[config.mk]
export PLATFORM = sky130hd
export DESIGN_NAME = alu_issue_unit
export DESIGN_NICKNAME = d
export VERILOG_FILES = /design/src/rtl/alu_issue_unit.sv
export SDC_FILE = /design/constraint.sdc
export NUM_CORES = 1
export LEC_CHECK = 0
export BUFFER_PORTS_ARGS = -buffer_cell sky130_fd_sc_hd__buf_2
export CAP_MARGIN = 20
export CELL_PAD_IN_SITES_DETAIL_PLACEMENT = 1
export CELL_PAD_IN_SITES_GLOBAL_PLACEMENT = 2
export CORE_AREA = 5 5 181 183
export CTS_BUF_LIST = sky130_fd_sc_hd__clkbuf_2
export DETAILED_ROUTE_END_ITERATION = 8
export DIE_AREA = 0 0 186 188
export PLACE_DENSITY_LB_ADDON = 0.05
export SLEW_MARGIN = 20
export SYNTH_ARGS = -nofsm -noshare
export SYNTH_HDL_FRONTEND = slang
export SYNTH_SLANG_ARGS = --single-unit
[constraint.sdc]
create_clock -name clk -period 2.45 [get_ports clk]
set_clock_uncertainty 0.1 [all_clocks]
set_input_delay 0.245 -clock clk [delete_from_list [all_inputs] [get_ports clk]]
set_output_delay 0.245 -clock clk [all_outputs]
set_load 0.1 [all_outputs]
[src/rtl/alu_issue_unit.sv]
// alu_issue_unit: registered, flow-controlled issue/capture stage around a
// combinational 16-bit ALU with an internal 8x16 register file (r0 reads 0).
// Optional: define ALU_ISSUE_FLAGS_EN to add rsp_zero/rsp_carry outputs.
module alu_issue_unit #(
  parameter int unsigned DATA_W = 16,
  parameter int unsigned REG_CNT = 8,
  localparam int unsigned IDX_W = $clog2(REG_CNT)
) (
  input  logic              clk,
  input  logic              rst,
  input  logic              cmd_valid,
  output logic              cmd_ready,
  input  logic [2:0]        cmd_op,
  input  logic [IDX_W-1:0]  cmd_rs1,
  input  logic [IDX_W-1:0]  cmd_rs2,
  input  logic [IDX_W-1:0]  cmd_rd,
  input  logic              ld_valid,
  input  logic [IDX_W-1:0]  ld_addr,
  input  logic [DATA_W-1:0] ld_data,
  output logic [DATA_W-1:0] alu_a,
  output logic [DATA_W-1:0] alu_b,
  output logic [2:0]        alu_control,
  input  logic [DATA_W-1:0] alu_result,
  output logic              rsp_valid,
  input  logic              rsp_ready,
  output logic [DATA_W-1:0] rsp_data,
  output logic [IDX_W-1:0]  rsp_rd,
  output logic              rsp_err
`ifdef ALU_ISSUE_FLAGS_EN
  ,
  output logic              rsp_zero,
  output logic              rsp_carry
`endif
);

  localparam logic [1:0] IDLE = 2'd0;
  localparam logic [1:0] EXEC = 2'd1;
  localparam logic [1:0] RESP = 2'd2;

  localparam logic [2:0] OP_ADD  = 3'b000;
  localparam logic [2:0] OP_SUB  = 3'b001;
  localparam logic [2:0] OP_LAST = 3'b100;

  logic [1:0]        state;
  logic [1:0]        state_nxt;
  logic [DATA_W-1:0] regs [REG_CNT];
  logic [IDX_W-1:0]  rd_q;
  logic              accept;
  logic              wb_en;

  assign cmd_ready = (state == IDLE) && !rst;
  assign rsp_valid = (state == RESP);
  assign accept    = cmd_valid && cmd_ready;
  assign wb_en     = (state == RESP) && rsp_ready && !rsp_err && (rsp_rd != '0);

  // State register
  always_ff @(posedge clk) begin
    if (rst) state <= IDLE;
    else     state <= state_nxt;
  end

  // Next-state logic: one EXEC cycle, then hold RESP until consumed
  always_comb begin
    state_nxt = state;
    case (state)
      IDLE:    if (accept) state_nxt = EXEC;
      EXEC:    state_nxt = RESP;
      RESP:    if (rsp_ready) state_nxt = IDLE;
      default: state_nxt = IDLE;
    endcase
  end

  // Register file: load port first so a same-index writeback overrides it
  always_ff @(posedge clk) begin
    if (rst) begin
      for (int unsigned i = 0; i < REG_CNT; i++) regs[i] <= '0;
    end else begin
      if (ld_valid && (ld_addr != '0)) regs[ld_addr] <= ld_data;
      if (wb_en) regs[rsp_rd] <= rsp_data;
    end
  end

  // Operand latch at accept; result capture at the end of EXEC
  always_ff @(posedge clk) begin
    if (rst) begin
      alu_a       <= '0;
      alu_b       <= '0;
      alu_control <= '0;
      rd_q        <= '0;
      rsp_data    <= '0;
      rsp_rd      <= '0;
      rsp_err     <= 1'b0;
    end else begin
      if (accept) begin
        alu_a       <= regs[cmd_rs1];
        alu_b       <= regs[cmd_rs2];
        alu_control <= cmd_op;
        rd_q        <= cmd_rd;
      end
      if (state == EXEC) begin
        rsp_data <= alu_result;
        rsp_rd   <= rd_q;
        rsp_err  <= (alu_control > OP_LAST);
      end
    end
  end

`ifdef ALU_ISSUE_FLAGS_EN
  logic [DATA_W:0] add_sum;
  logic            carry_c;

  // Local carry/borrow, since the ALU itself drops them
  always_comb begin
    add_sum = {1'b0, alu_a} + {1'b0, alu_b};
    carry_c = 1'b0;
    if (alu_control == OP_ADD)      carry_c = add_sum[DATA_W];
    else if (alu_control == OP_SUB) carry_c = (alu_a < alu_b);
  end

  // Flag capture alongside rsp_data
  always_ff @(posedge clk) begin
    if (rst) begin
      rsp_zero  <= 1'b0;
      rsp_carry <= 1'b0;
    end else if (state == EXEC) begin
      rsp_zero  <= (alu_result == '0);
      rsp_carry <= carry_c;
    end
  end
`endif

endmodule

Word level (Yosys, flattened, before mapping)
Memory sizes are Yosys's and may differ from the RTL's. A register that Yosys moved wholly into a read port is not among the register bits.
Index checks and enable logic that the tools add are counted.
- order comparisons: 1
- equal/unequal tests: 4
- muxes and demuxes: 17
- reductions and logical operators: 14
- operators by type and width (kind ; count):
    $mux W16 ; 2
    $reduce_or A16 Y1 ; 2
    $mux W1 ; 10
    $logic_and A1 B1 Y1 ; 6
    $mux W3 ; 2
    $pmux W2 S3 ; 1
    $reduce_bool A3 Y1 ; 2
    $mux W2 ; 2
    $gt A3 B3 Y1 const B ; 1
    $eq A2 B1 Y1 const B ; 1
    $eq A2 B2 Y1 const B ; 1
    $logic_not A1 Y1 ; 2
    $logic_not A2 Y1 ; 1
    $ne A2 B1 Y1 const B ; 1
    $ne A2 B2 Y1 const B ; 1
    $reduce_and A2 Y1 ; 1
- bits in registers: 28
- RAM bits: 128
- input bits: 52
- output and inout port bits: 57
- logic and storage cells: 43
- memories kept: 1
- memories (memory ; words ; bits a word ; read ports ; clocked after Yosys merged registers in ; write ports ; line ; text):
    regs ; 8 ; 16 ; 2 ; 2 ; 8 ; 46 ; logic [DATA_W-1:0] regs [REG_CNT];

Depth between registers and ports, before layout
Gate-level depths: netlist of run 1.
- word-level depth: 9
- depth in mapped cells: 6
- mapped depth without buffers: 4

Worst setup path before layout of run 1
No wires, ideal clock.
- kind: input to output
- start point: input port rst
- end point: output port cmd_ready
- arrival: 2.665 ns
- data required time: 2.105 ns
- path slack: -0.560 ns
- stages: 3
- cell sequence: clkbuf_1 buf_1 nor3_1
- cells in the longest elaborated chain, start to end: 2
- ends and longest elaborated chain (item ; line ; text):
    start, declared ; 10 ; input logic rst,
    $logic_not A1 Y1 ; 51 ; assign cmd_ready = (state == IDLE) && !rst;
    $logic_and A1 B1 Y1 ; 51 ;
    end, declared ; 12 ; output logic cmd_ready,
Every way passes these cells.

Worst setup path after layout of run 1
- start point: register state[0]
- end point: output port cmd_ready
- cells in the longest elaborated chain, start to end: 2
- ends and longest elaborated chain (item ; line ; text):
    start, declared ; 44 ; logic [1:0] state;
    start signal, assigned ; 59 ; else state <= state_nxt;
    $logic_not A2 Y1 ; 51 ;
    $logic_and A1 B1 Y1 ; 51 ;
Every way passes these cells.

==> results of run 1 <==
registers in the layout, indices dropped and copies added (netlist names):
name         flops
alu_b           16
alu_a           16
rd_q             3
regs           128
alu_control      3
state            2
rsp_err          1
rsp_rd           3
rsp_data        16
through the flow:
stage	hold slack, ns	std cells
6_report	0.139	1461
3_3_place_gp	0.327	1330
4_1_cts	0.0284	1460
3_5_place_dp	0.343	1330
5_1_grt	0.0545	1461
2_1_floorplan	0.281	853
cells by family (layout without fill, tap and decap cells):
family,count (synthesis),count (layout),share of synthesized area [%]
compound gates,100,100,7.21
buf+inv,97,302,4.88
flops,188,188,50.5
mux,208,208,24.8
other cells,1,17,0.0375
simple gates,244,244,12.6
cell usage after synthesis, types with 3 or more instances:
library cell | count | area, µm²
sky130_fd_sc_hd__a21oi_1 | 44 | 220
sky130_fd_sc_hd__buf_2 | 12 | 60.1
sky130_fd_sc_hd__buf_8 | 3 | 45.0
sky130_fd_sc_hd__or4_1 | 6 | 45.0
sky130_fd_sc_hd__a32o_1 | 32 | 320
sky130_fd_sc_hd__nand2_1 | 60 | 225
sky130_fd_sc_hd__nor2b_1 | 6 | 37.5
sky130_fd_sc_hd__nand3_1 | 121 | 606
sky130_fd_sc_hd__buf_4 | 6 | 45.0
sky130_fd_sc_hd__clkbuf_1 | 49 | 184
sky130_fd_sc_hd__nor2_1 | 5 | 18.8
sky130_fd_sc_hd__mux2i_1 | 176 | 1760
sky130_fd_sc_hd__buf_6 | 7 | 78.8
sky130_fd_sc_hd__edfxtp_1 | 128 | 3840
sky130_fd_sc_hd__a22oi_1 | 22 | 165
sky130_fd_sc_hd__mux4_2 | 32 | 721
sky130_fd_sc_hd__nand2b_1 | 27 | 169
sky130_fd_sc_hd__or2_2 | 9 | 56.3
sky130_fd_sc_hd__dfxtp_1 | 60 | 1200
sky130_fd_sc_hd__inv_1 | 17 | 63.8
power breakdown:
group	switching (mW)	internal (mW)	total, mW
clock network	1.17	0.569	1.73
registers	0.105	3.56	3.66
logic	1.01	0.466	1.48
final cells by class:
cell class | count | area, µm²
Sequential cell | 188 | 5060
Clock buffer | 17 | 85.1
Inverter | 19 | 71.3
Clock inverter | 15 | 173
Multi-Input combinational cell | 568 | 4550
Tap cell | 402 | 503
Timing Repair Buffer | 251 | 1910
Fill cell | 3432 | 18700
Antenna cell | 1 | 2.50
worst min path at each step:
| stage | startpoint | end | slack (ns) |
|---|---|---|---|
| after floorplan | cmd_rd[0] | rd_q[0] | 0.28 |
| after global placement | rd_q[2] | rsp_rd[2] | 0.33 |
| after detailed placement | rd_q[0] | rsp_rd[0] | 0.34 |
| after CTS | cmd_rs2[0] | alu_b[2] | 0.03 |
| after global routing | cmd_rs2[0] | alu_b[2] | 0.05 |
| final | cmd_rs2[0] | alu_b[2] | 0.14 |
worst max-delay path, delay by kind of cell (launching register included):
family	cells	cell delay (ns)
buf+inv	1	0.45
flops	1	0.45
simple gates	1	0.18
cell usage in the layout (no fill, tap or decap), drive strengths merged, types with 2 or more instances in the layout:
cell	n
nand2	60
edfxtp	128
or2	9
and3b	2
conb	16
clkinvlp	3
nand3	121
bufinv	3
clkbuf	17
mux2i	176
clkinv	8
a22oi	22
nand2b	27
a21oi	44
or4	6
dfxtp	60
or4b	2
buf	153
inv	20
a32o	32
mux4	32
nor2b	6
dlygate4sd3	98
nor2	5
repair_timing:
item | CTS | global route
endpoints found under the hold margin | 192 | 0
endpoints found under the setup margin | 1 | 6
resized for setup | 1 | 2
hold buffers | 98 | 0
pin swaps | 0 | 0
per-layer routing:
metal / GRT usage [%] / up-vias
li1: - / 3580
met1: 30.0 / 3972
met2: 30.3 / 230
met3: 3.49 / 32
met4: 4.65 / 2
met5: 0 / -
==> metrics.md, run 1 <==
| Metric | Value |
|---|---|
| Outcome | complete, no violations |
| Layout cells sized above 1 | 22.7% |
| Post-CTS setup buffer count | 0 |
| Remaining DRCs | 0 |
| First-pass GRT wire length | 53000 µm |
| Signal arrival time at the worst endpoint | 1.89 ns |
| Total global-route track usage | 20.0% |
| Measured slew at the worst slew-check pin | 0.776 ns |
| DRT met1 WL | 16700 µm |
| Area of the die | 35000 µm² |
| Synth Flop Type | sky130_fd_sc_hd__edfxtp_1 |
| Placement row count | 65 |
| Die Y | 188 µm |
| Sequential-to-total area share from yosys stat | 50.5% |
| Type of the worst min-delay path | input pin to flip-flop |
| Core Footprint | 31100 µm² |
| Count of unique library cells instantiated by Yosys | 34 |
| Endpoint class of the critical path | primary output |
| Crit path setup slack, layout | 0.211 ns |
| Final HPWL from detailed placement | 24800 µm |
| Synth warn | 0 |
| Proportion of synthesized flip-flops having asynchronous set or reset | 0% |
| Setup slack of the most critical reg-to-reg path | 0.25 ns |
| Worst R2R Path Depth | 5 |
| Maximum level of the CTS H-tree | 4 |
| Achievable Freq | 447 MHz |
| Io pins | 109 |
| Max VDD drop | 0.262 mV |
| Crit path time final | 2.24 ns |
| Final std cell area, no fill | 12400 µm² |
| Total count of hold-check failures in the final report | 0 |
| Critical path cell sequence | nor3_2 > buf_2 |
| Power consumption | 6.88 mW |
| Power per unit of standard cell area | 556 nW/µm² |
| # port buffers | 108 |
| Per-cell via count in the routed design | 5.35 |
| Horizontal die dimension | 186 µm |
| Final Cycle Share | 91.4% |
| Critical path fanouts, max | 7 |
| WL final | 34300 µm |
| Synthesized area per cell | 11.9 µm² |
| CTS sink cnt | 188 |
| Worst-Skew Late Latency | 0.82 ns |
| Hold Crit Depth | 5 |
| Maximum buffer depth of the clock tree | 2 |
| Placement-stage worst setup slack | 0.258 ns |
| Number of nets with antenna violations after routing | 0 |
| Vias in the first global route | 8435 |
| Final count of pins violating max slew | 0 |
| Initial core utilization | 32.2% |
| CTS tree | yes |
| Max transition margin | 48.3% |
| Last weighted congestion value of the routability-driven placer | 0.798 |
| Crit Reg-Reg Startpoint | state[0] |
| Static Leak | 5.40 nW |
| Met2 WL post-DR | 15200 µm |
| Number of standard cells after synthesis | 838 |
| Setup TNS | 0 ns |
| Number of nets in the layout | 1097 |
| Maximum number of pins on one net before global-route repair | 38 |
| Count of flip-flops with a built-in enable after synthesis | 128 |
| Number of antenna violations at the first check in global routing | 4 |
| Setup repair after global routing missed its margin | no |
| Type of the worst setup path | flip-flop to primary output |
| Number of iterations in the first detailed-routing pass | 5 |
| Source of the critical timing path | state[0] |
| Average wire length per cell after detail routing | 23.5 µm |
| Register bit count reported by yosys | 188 |
| Standard cell area after detailed placement | 11100 µm² |
| Worst r2r dst | alu_control[1] |
| Post-Syn Area | 10000 µm² |
| Final core utilization | 39.8% |
| Required @ worst endpoint | 2.11 ns |
| CTS buffer count | 17 |
| Clock transition at path regs | 0.28 ns |
| Max-cap violations | 0 |
| Critical path destination | cmd_ready |
| Layout Area Growth over Synthesis | 23.6% |
| Uppermost routed layer | met5 |
| Slowest cell on the critical path | sky130_fd_sc_hd__dfxtp_1 |
| Global route total overflow | 0 |
| Total number of vias | 7816 |
| Type of element launching the critical path | flip-flop |
| Length of routed met3 wiring | 1950 µm |
| Number of endpoints failing setup at the final stage | 0 |
| Largest stage delay, worst path | 0.45 ns |
| CTS Root Buffer Type | sky130_fd_sc_hd__clkbuf_2 |
| Starting DRC count in detailed routing | 493 |
Note: power is estimated with default switching activity, not from simulation.
==> run 2, diff against run 1 <==
--- a/config.mk
+++ b/config.mk
@@ -13,7 +13,7 @@
 export CTS_BUF_LIST = sky130_fd_sc_hd__clkbuf_2
 export DETAILED_ROUTE_END_ITERATION = 8
 export DIE_AREA = 0 0 186 188
-export PLACE_DENSITY_LB_ADDON = 0.05
+export PLACE_DENSITY_LB_ADDON = 0.25
 export SLEW_MARGIN = 20
 export SYNTH_ARGS = -nofsm -noshare
 export SYNTH_HDL_FRONTEND = slang
==> run 2 against run 1 <==
- wire length shrank 5.4%
- fmax fell by 3.4%
- via count is 2.6% lower
- worst setup slack lost 0.079 ns
- sequential share of layout area grew 0.054 points
- count of clock-buffer cells in the layout increased by 3
- combinational power barely moved
- core utilization is 0.052 points lower
- die area unchanged
- critical endpoint is now alu_a[2]
==> metrics.md, run 2 (synthesis results as in run 1) <==
| Metric | Value |
|---|---|
| Outcome | complete, no violations (unchanged) |
| CTS tree | yes (unchanged) |
| Final HPWL from detailed placement | 23600 µm (was 24800 µm) |
| Type of element launching the critical path | flip-flop (unchanged) |
| Worst-Skew Late Latency | 0.81 ns (was 0.82 ns) |
| Placement-stage worst setup slack | 0.410 ns (was 0.258 ns) |
| Number of nets in the layout | 1100 (was 1097) |
| Type of the worst min-delay path | input pin to flip-flop (unchanged) |
| Largest reg by FF count | regs (unchanged) |
| Horizontal die dimension | 186 µm (unchanged) |
| CTS buffer count | 17 (unchanged) |
| Starting DRC count in detailed routing | 508 (was 493) |
| Max FFs per register | 128 (unchanged) |
| Total global-route track usage | 18.8% (was 20.0%) |
| Source of the critical timing path | state[1] (was state[0]) |
| Io pins | 109 (unchanged) |
| Layout Area Growth over Synthesis | 23.4% (was 23.6%) |
| Commonest cells after routing, fill and taps aside | sky130_fd_sc_hd__mux2i_1, sky130_fd_sc_hd__edfxtp_1, sky130_fd_sc_hd__nand3_1, sky130_fd_sc_hd__buf_2, sky130_fd_sc_hd__dlygate4sd3_1 (unchanged) |
| Power per unit of standard cell area | 549 nW/µm² (was 556 nW/µm²) |
| Worst r2r dst | alu_a[2] (was alu_control[1]) |
| Fill count | 3429 (was 3432) |
| Critical path fanouts, max | 22 (was 7) |
| Number of iterations in the first detailed-routing pass | 5 (unchanged) |
| Remaining DRCs | 0 (unchanged) |
| Crit path setup slack, layout | 0.132 ns (was 0.211 ns) |
| Number of endpoints failing setup at the final stage | 0 (unchanged) |
| Number of antenna violations at the first check in global routing | 1 (was 4) |
| Measured slew at the worst slew-check pin | 0.997 ns (was 0.776 ns) |
| Maximum number of pins on one net before global-route repair | 38 (unchanged) |
| Signal arrival time at the worst endpoint | 2.98 ns (was 1.89 ns) |
| Die Y | 188 µm (unchanged) |
| Max transition margin | 33.3% (was 48.3%) |
| Per-cell via count in the routed design | 5.20 (was 5.35) |
| Final Cycle Share | 94.6% (was 91.4%) |
| Combined area of the multi-input logic cells | 4550 µm² (about the same) |
| Global route total overflow | 0 (unchanged) |
| Placement row count | 65 (unchanged) |
| Maximum level of the CTS H-tree | 4 (unchanged) |
| Total number of vias | 7616 (was 7816) |
| First-pass GRT wire length | 50600 µm (was 53000 µm) |
| Last weighted congestion value of the routability-driven placer | 0.770 (was 0.798) |
| Maximum buffer depth of the clock tree | 2 (unchanged) |
| Total count of hold-check failures in the final report | 0 (unchanged) |
| Achievable Freq | 431 MHz (was 447 MHz) |
| Setup TNS | 0 ns (unchanged) |
| Area of all sequential standard cells | 5060 µm² (unchanged) |
| Terminating pin of the worst hold path | alu_b[3] (was alu_b[2]) |
| Vias in the first global route | 8166 (was 8435) |
| Number of nets with antenna violations after routing | 0 (unchanged) |
| Most common library cell in the layout ignoring fill and taps | sky130_fd_sc_hd__mux2i_1 (unchanged) |
| Average wire length per cell after detail routing | 22.1 µm (was 23.5 µm) |
| Area of the die | 35000 µm² (unchanged) |
| Initial core utilization | 32.2% (unchanged) |
| # port buffers | 108 (unchanged) |
| Max-cap violations | 0 (unchanged) |
| Hold Crit Depth | 5 (unchanged) |
| Final count of pins violating max slew | 0 (unchanged) |
| Crit Reg-Reg Startpoint | state[1] (was state[0]) |
| Core Footprint | 31100 µm² (unchanged) |
| Type of the worst setup path | flip-flop to flip-flop (was flip-flop to primary output) |
| Setup repair after global routing missed its margin | no (unchanged) |
| Max VDD drop | 0.226 mV (was 0.262 mV) |
| Power consumption | 6.78 mW (was 6.88 mW) |
| Clock transition at path regs | 0.32 ns (was 0.28 ns) |
| Endpoint class of the critical path | flip-flop (was primary output) |
| WL final | 32400 µm (was 34300 µm) |
| CTS sink cnt | 188 (unchanged) |
| Static Leak | 5.39 nW (was 5.40 nW) |
| Worst R2R Path Depth | 5 (unchanged) |
| CTS Root Buffer Type | sky130_fd_sc_hd__clkbuf_2 (unchanged) |
| Startpoint of the worst hold path | cmd_rs2[0] (unchanged) |
| Layout cells sized above 1 | 23.4% (was 22.7%) |
| Required @ worst endpoint | 3.11 ns (was 2.11 ns) |
| Setup slack of the most critical reg-to-reg path | 0.13 ns (was 0.25 ns) |
| Crit path time final | 2.32 ns (was 2.24 ns) |
## run 2: cell count changes in the layout (fill, tap and decap cells not counted), moves of 2 or more
| cell | previous run | this run |
|---|---|---|
| sky130_fd_sc_hd__clkinvlp_4 | 3 | 1 |
| sky130_fd_sc_hd__dlygate4sd3_1 | 98 | 91 |
| sky130_fd_sc_hd__clkbuf_2 | 17 | 20 |
| sky130_fd_sc_hd__inv_4 | 0 | 3 |
| sky130_fd_sc_hd__buf_4 | 42 | 52 |
| sky130_fd_sc_hd__clkinv_2 | 5 | 1 |
## run 2: cell type report
type,instances,area share [%]
sequential,188,41.0
multi-input combinational,568,36.9
clock buffer,20,0.811
antenna,2,0.0406
tap,402,4.08
inverter,19,0.578
clock inverter,12,1.10
timing repair buffer,254,15.5
## run 2: metal layers
layer,share of wire (%),track usage (%)
met1,49,27.5
met4,0.65,3.11
met3,4.4,3.59
met2,46,29.5
met5,0,0
## run 2: report_power, final
group / switching [mW] / internal [mW]
Sequential: 0.105 / 3.56
Combinational: 0.992 / 0.464
Clock: 1.16 / 0.495
## run 2: worst max path at each step
| stage | to | slack, ns |
|---|---|---|
| after floorplan | regs[2][0] | 0.002 |
| after global placement | regs[2][3] | 0.42 |
| after detailed placement | regs[2][3] | 0.41 |
| after CTS | cmd_ready | 0.08 |
| after global routing | alu_a[2] | 0.02 |
| final | alu_a[2] | 0.13 |
## run 2: through the flow
| stage | instance area (µm²) | std cells | util, % | hold WS, ns |
|---|---|---|---|---|
| 6_report | 12300 | 1465 | 39.7 | 0.110 |
| 4_1_cts | 12300 | 1463 | 39.7 | 0.00243 |
| 3_3_place_gp | 11200 | 1340 | 36.0 | 0.333 |
| 3_5_place_dp | 11200 | 1340 | 36.0 | 0.335 |
| 5_1_grt | 12300 | 1465 | 39.7 | 0.0219 |
| 2_1_floorplan | 10100 | 853 | - | 0.281 |
## run 2: what timing repair did
action,4_1_cts,5_1_grt
endpoints found under the hold margin,181,0
hold buffers,91,0
gates resized for setup,1,1
endpoints found under the setup margin,1,3
buffers inserted,0,0
## run 2: worst max-delay path, cell delays in order (launching register included)
cell,delay [ns]
sky130_fd_sc_hd__dfxtp_2,0.43
sky130_fd_sc_hd__or4b_1,0.59
sky130_fd_sc_hd__inv_2,0.21
sky130_fd_sc_hd__buf_12,0.21
sky130_fd_sc_hd__a32o_1,0.17
sky130_fd_sc_hd__dlygate4sd3_1,0.54
==> run 3, diff against run 2 <==
--- a/config.mk
+++ b/config.mk
@@ -14,6 +14,7 @@
 export DETAILED_ROUTE_END_ITERATION = 8
 export DIE_AREA = 0 0 186 188
 export PLACE_DENSITY_LB_ADDON = 0.25
+export SETUP_SLACK_MARGIN = 0.3
 export SLEW_MARGIN = 20
 export SYNTH_ARGS = -nofsm -noshare
 export SYNTH_HDL_FRONTEND = slang
==> run 3 against run 2 <==
- critical path depth shrank 1
- largest power group unchanged
- fmax grew 9.7%
- wire length shrank 1.3%
- die area is the same
- sequential share of layout area grew 0.53 points
- combinational power is essentially flat
==> metrics.md, run 3 (synthesis results as in run 1) <==
| Metric | Value |
|---|---|
| Number of antenna violations at the first check in global routing | 1 (unchanged) |
| Horizontal die dimension | 186 µm (unchanged) |
| Maximum number of pins on one net before global-route repair | 49 (was 38) |
| Max FFs per register | 128 (unchanged) |
| Max transition margin | 35.4% (was 33.3%) |
| Outcome | complete, no violations (unchanged) |
| Maximum level of the CTS H-tree | 4 (unchanged) |
| Placed cells | 1324 (was 1340) |
| Io pins | 109 (unchanged) |
| Endpoint class of the critical path | flip-flop (unchanged) |
| Total global-route track usage | 18.4% (was 18.8%) |
| CTS sink cnt | 188 (unchanged) |
| Initial core utilization | 32.2% (unchanged) |
| Cell-internal power | 4.43 mW (was 4.52 mW) |
| Starting DRC count in detailed routing | 643 (was 508) |
| Layout Area Growth over Synthesis | 22.0% (was 23.4%) |
| Number of nets in the layout | 1068 (was 1100) |
| Most common library cell in the layout ignoring fill and taps | sky130_fd_sc_hd__mux2i_1 (unchanged) |
| Worst r2r dst | regs[4][7] (was alu_a[2]) |
| Achievable Freq | 473 MHz (was 431 MHz) |
| Measured slew at the worst slew-check pin | 0.966 ns (was 0.997 ns) |
| Remaining DRCs | 0 (unchanged) |
| Sw Pwr | 2.34 mW (was 2.26 mW) |
| Area of the die | 35000 µm² (unchanged) |
| Switching fraction of total power | 34.5% (was 33.3%) |
| Register share of total power | 54.2% (was 54.1%) |
| Total number of vias | 7486 (was 7616) |
| Crit path time final | 2.11 ns (was 2.32 ns) |
| CTS buffer count | 17 (unchanged) |
| Setup repair after global routing missed its margin | yes (was no) |
| Hold Crit Depth | 4 (was 5) |
| Terminating pin of the worst hold path | rsp_data[15] (was alu_b[3]) |
| Global route total overflow | 0 (unchanged) |
| Signal arrival time at the worst endpoint | 2.55 ns (was 2.98 ns) |
| Placement row count | 65 (unchanged) |
| Combinational share of power | 21.4% (was 21.5%) |
| Type of the worst min-delay path | input pin to flip-flop (unchanged) |
| Maximum buffer depth of the clock tree | 2 (unchanged) |
| Total count of hold-check failures in the final report | 0 (unchanged) |
| CTS tree | yes (unchanged) |
| Largest reg by FF count | regs (unchanged) |
| Clock transition at path regs | 0.31 ns (was 0.32 ns) |
| Worst R2R Path Depth | 4 (was 5) |
| Last weighted congestion value of the routability-driven placer | 0.758 (was 0.770) |
| Max VDD drop | 0.223 mV (was 0.226 mV) |
| Final count of pins violating max slew | 0 (unchanged) |
| Layout cells sized above 1 | 23.5% (was 23.4%) |
| Final HPWL from detailed placement | 22700 µm (was 23600 µm) |
| Type of the worst setup path | flip-flop to flip-flop (unchanged) |
| Number of iterations in the first detailed-routing pass | 4 (was 5) |
| Per-cell via count in the routed design | 5.23 (was 5.20) |
| Max-cap violations | 0 (unchanged) |
| Commonest cells after routing, fill and taps aside | sky130_fd_sc_hd__mux2i_1, sky130_fd_sc_hd__edfxtp_1, sky130_fd_sc_hd__nand3_1, sky130_fd_sc_hd__buf_2, sky130_fd_sc_hd__dlygate4sd3_1 (unchanged) |
| CTS Root Buffer Type | sky130_fd_sc_hd__clkbuf_2 (unchanged) |
| Power consumption | 6.76 mW (was 6.78 mW) |
| Worst-Skew Late Latency | 0.82 ns (was 0.81 ns) |
| Setup slack of the most critical reg-to-reg path | 0.34 ns (was 0.13 ns) |
| Required @ worst endpoint | 2.88 ns (was 3.11 ns) |
| First-pass GRT wire length | 49400 µm (was 50600 µm) |
| Type of element launching the critical path | flip-flop (unchanged) |
| Placement-stage worst setup slack | 0.292 ns (was 0.410 ns) |
| Vias in the first global route | 7823 (was 8166) |
| # port buffers | 108 (unchanged) |
| Hold Worst Slack | 0.115 ns (was 0.110 ns) |
| Final Cycle Share | 86.2% (was 94.6%) |
| Average wire length per cell after detail routing | 22.4 µm (was 22.1 µm) |
| Clock network fraction of total power | 24.4% (was 24.5%) |
| Startpoint of the worst hold path | alu_result[15] (was cmd_rs2[0]) |
| Die Y | 188 µm (unchanged) |
| Static Leak | 5.24 nW (was 5.39 nW) |
| Core Footprint | 31100 µm² (unchanged) |
| Number of endpoints failing setup at the final stage | 0 (unchanged) |
| Non-Filler Instances | 1432 (was 1465) |
| Number of nets with antenna violations after routing | 0 (unchanged) |
| Critical path fanouts, max | 16 (was 22) |
| Crit Reg-Reg Startpoint | state[0] (was state[1]) |
| Crit path setup slack, layout | 0.337 ns (was 0.132 ns) |
| Setup TNS | 0 ns (unchanged) |
| WL final | 32000 µm (was 32400 µm) |
| Power per unit of standard cell area | 554 nW/µm² (was 549 nW/µm²) |
[run 3: changes by cell type in the layout (fill, tap and decap cells not counted), moves of 4 or more]
cell                            previous run  this run
sky130_fd_sc_hd__nand2_1                  60        54
sky130_fd_sc_hd__nand2_4                   0         6
sky130_fd_sc_hd__clkbuf_4                  0         5
sky130_fd_sc_hd__inv_8                     0         4
sky130_fd_sc_hd__dlygate4sd3_1            91        73
sky130_fd_sc_hd__buf_2                   107        86
[run 3: how the worst max path moves through the flow]
stage                     startpoint  slack [ns]         end  depth (start not counted)
after CTS                   state[1]        0.25   rsp_valid                          2
after floorplan            rsp_rd[0]        0.15  regs[7][0]                          5
final                       state[0]        0.34  regs[4][7]                          4
after global placement           rst        0.35  regs[3][9]                          4
after detailed placement         rst        0.29  regs[3][9]                          4
after global routing        state[1]        0.26   rsp_valid                          2
[run 3: stage by stage]
step	instance area [µm²]	utilization, %
6_report	12200	39.3
3_5_place_dp	11100	35.7
2_1_floorplan	10100	-
4_1_cts	12100	39.1
3_3_place_gp	11100	35.7
5_1_grt	12200	39.3
[run 3: power groups by stage]
stage          clock network (mW)  logic (mW)  registers (mW)
6_report                     1.65        1.45            3.66
5_1_grt                      1.83        1.53            3.69
4_1_cts                      1.72        1.44            3.66
3_5_place_dp                    0        1.34            3.73
3_3_place_gp                    0        1.33            3.72
2_1_floorplan                   0       0.525            4.11
[run 3: cell type report]
| cell class | instances | area, µm² |
|---|---|---|
| inverter | 19 | 71.3 |
| multi-input combinational | 568 | 4610 |
| clock buffer | 17 | 85.1 |
| timing repair buffer | 222 | 1710 |
| antenna | 1 | 2.50 |
| fill | 3334 | 18900 |
| tap | 402 | 503 |
| clock inverter | 15 | 148 |
| sequential | 188 | 5060 |
[run 3: per-layer routing]
layer / global-route usage (%) / share of wire, % / vias to the layer above
met5: 0 / 0 / -
met1: 27.6 / 49 / 3741
met2: 27.7 / 45 / 200
li1: - / - / 3527
met4: 4.40 / 1.3 / 0
met3: 3.05 / 4.8 / 18
[run 3: worst max-delay path: stages, from the launching register on]
cell,delay [ns]
sky130_fd_sc_hd__dfxtp_2,0.44
sky130_fd_sc_hd__nand4bb_4,0.26
sky130_fd_sc_hd__or4_1,0.61
sky130_fd_sc_hd__buf_4,0.27
sky130_fd_sc_hd__mux2i_1,0.15
[run 3: what timing repair did]
item	in CTS	in global routing
gates resized for setup	22	15
endpoints found under the setup margin	73	47
hold buffers	73	0
pin swaps	0	0
hold endpoints to repair	192	0
buffers inserted	2	0
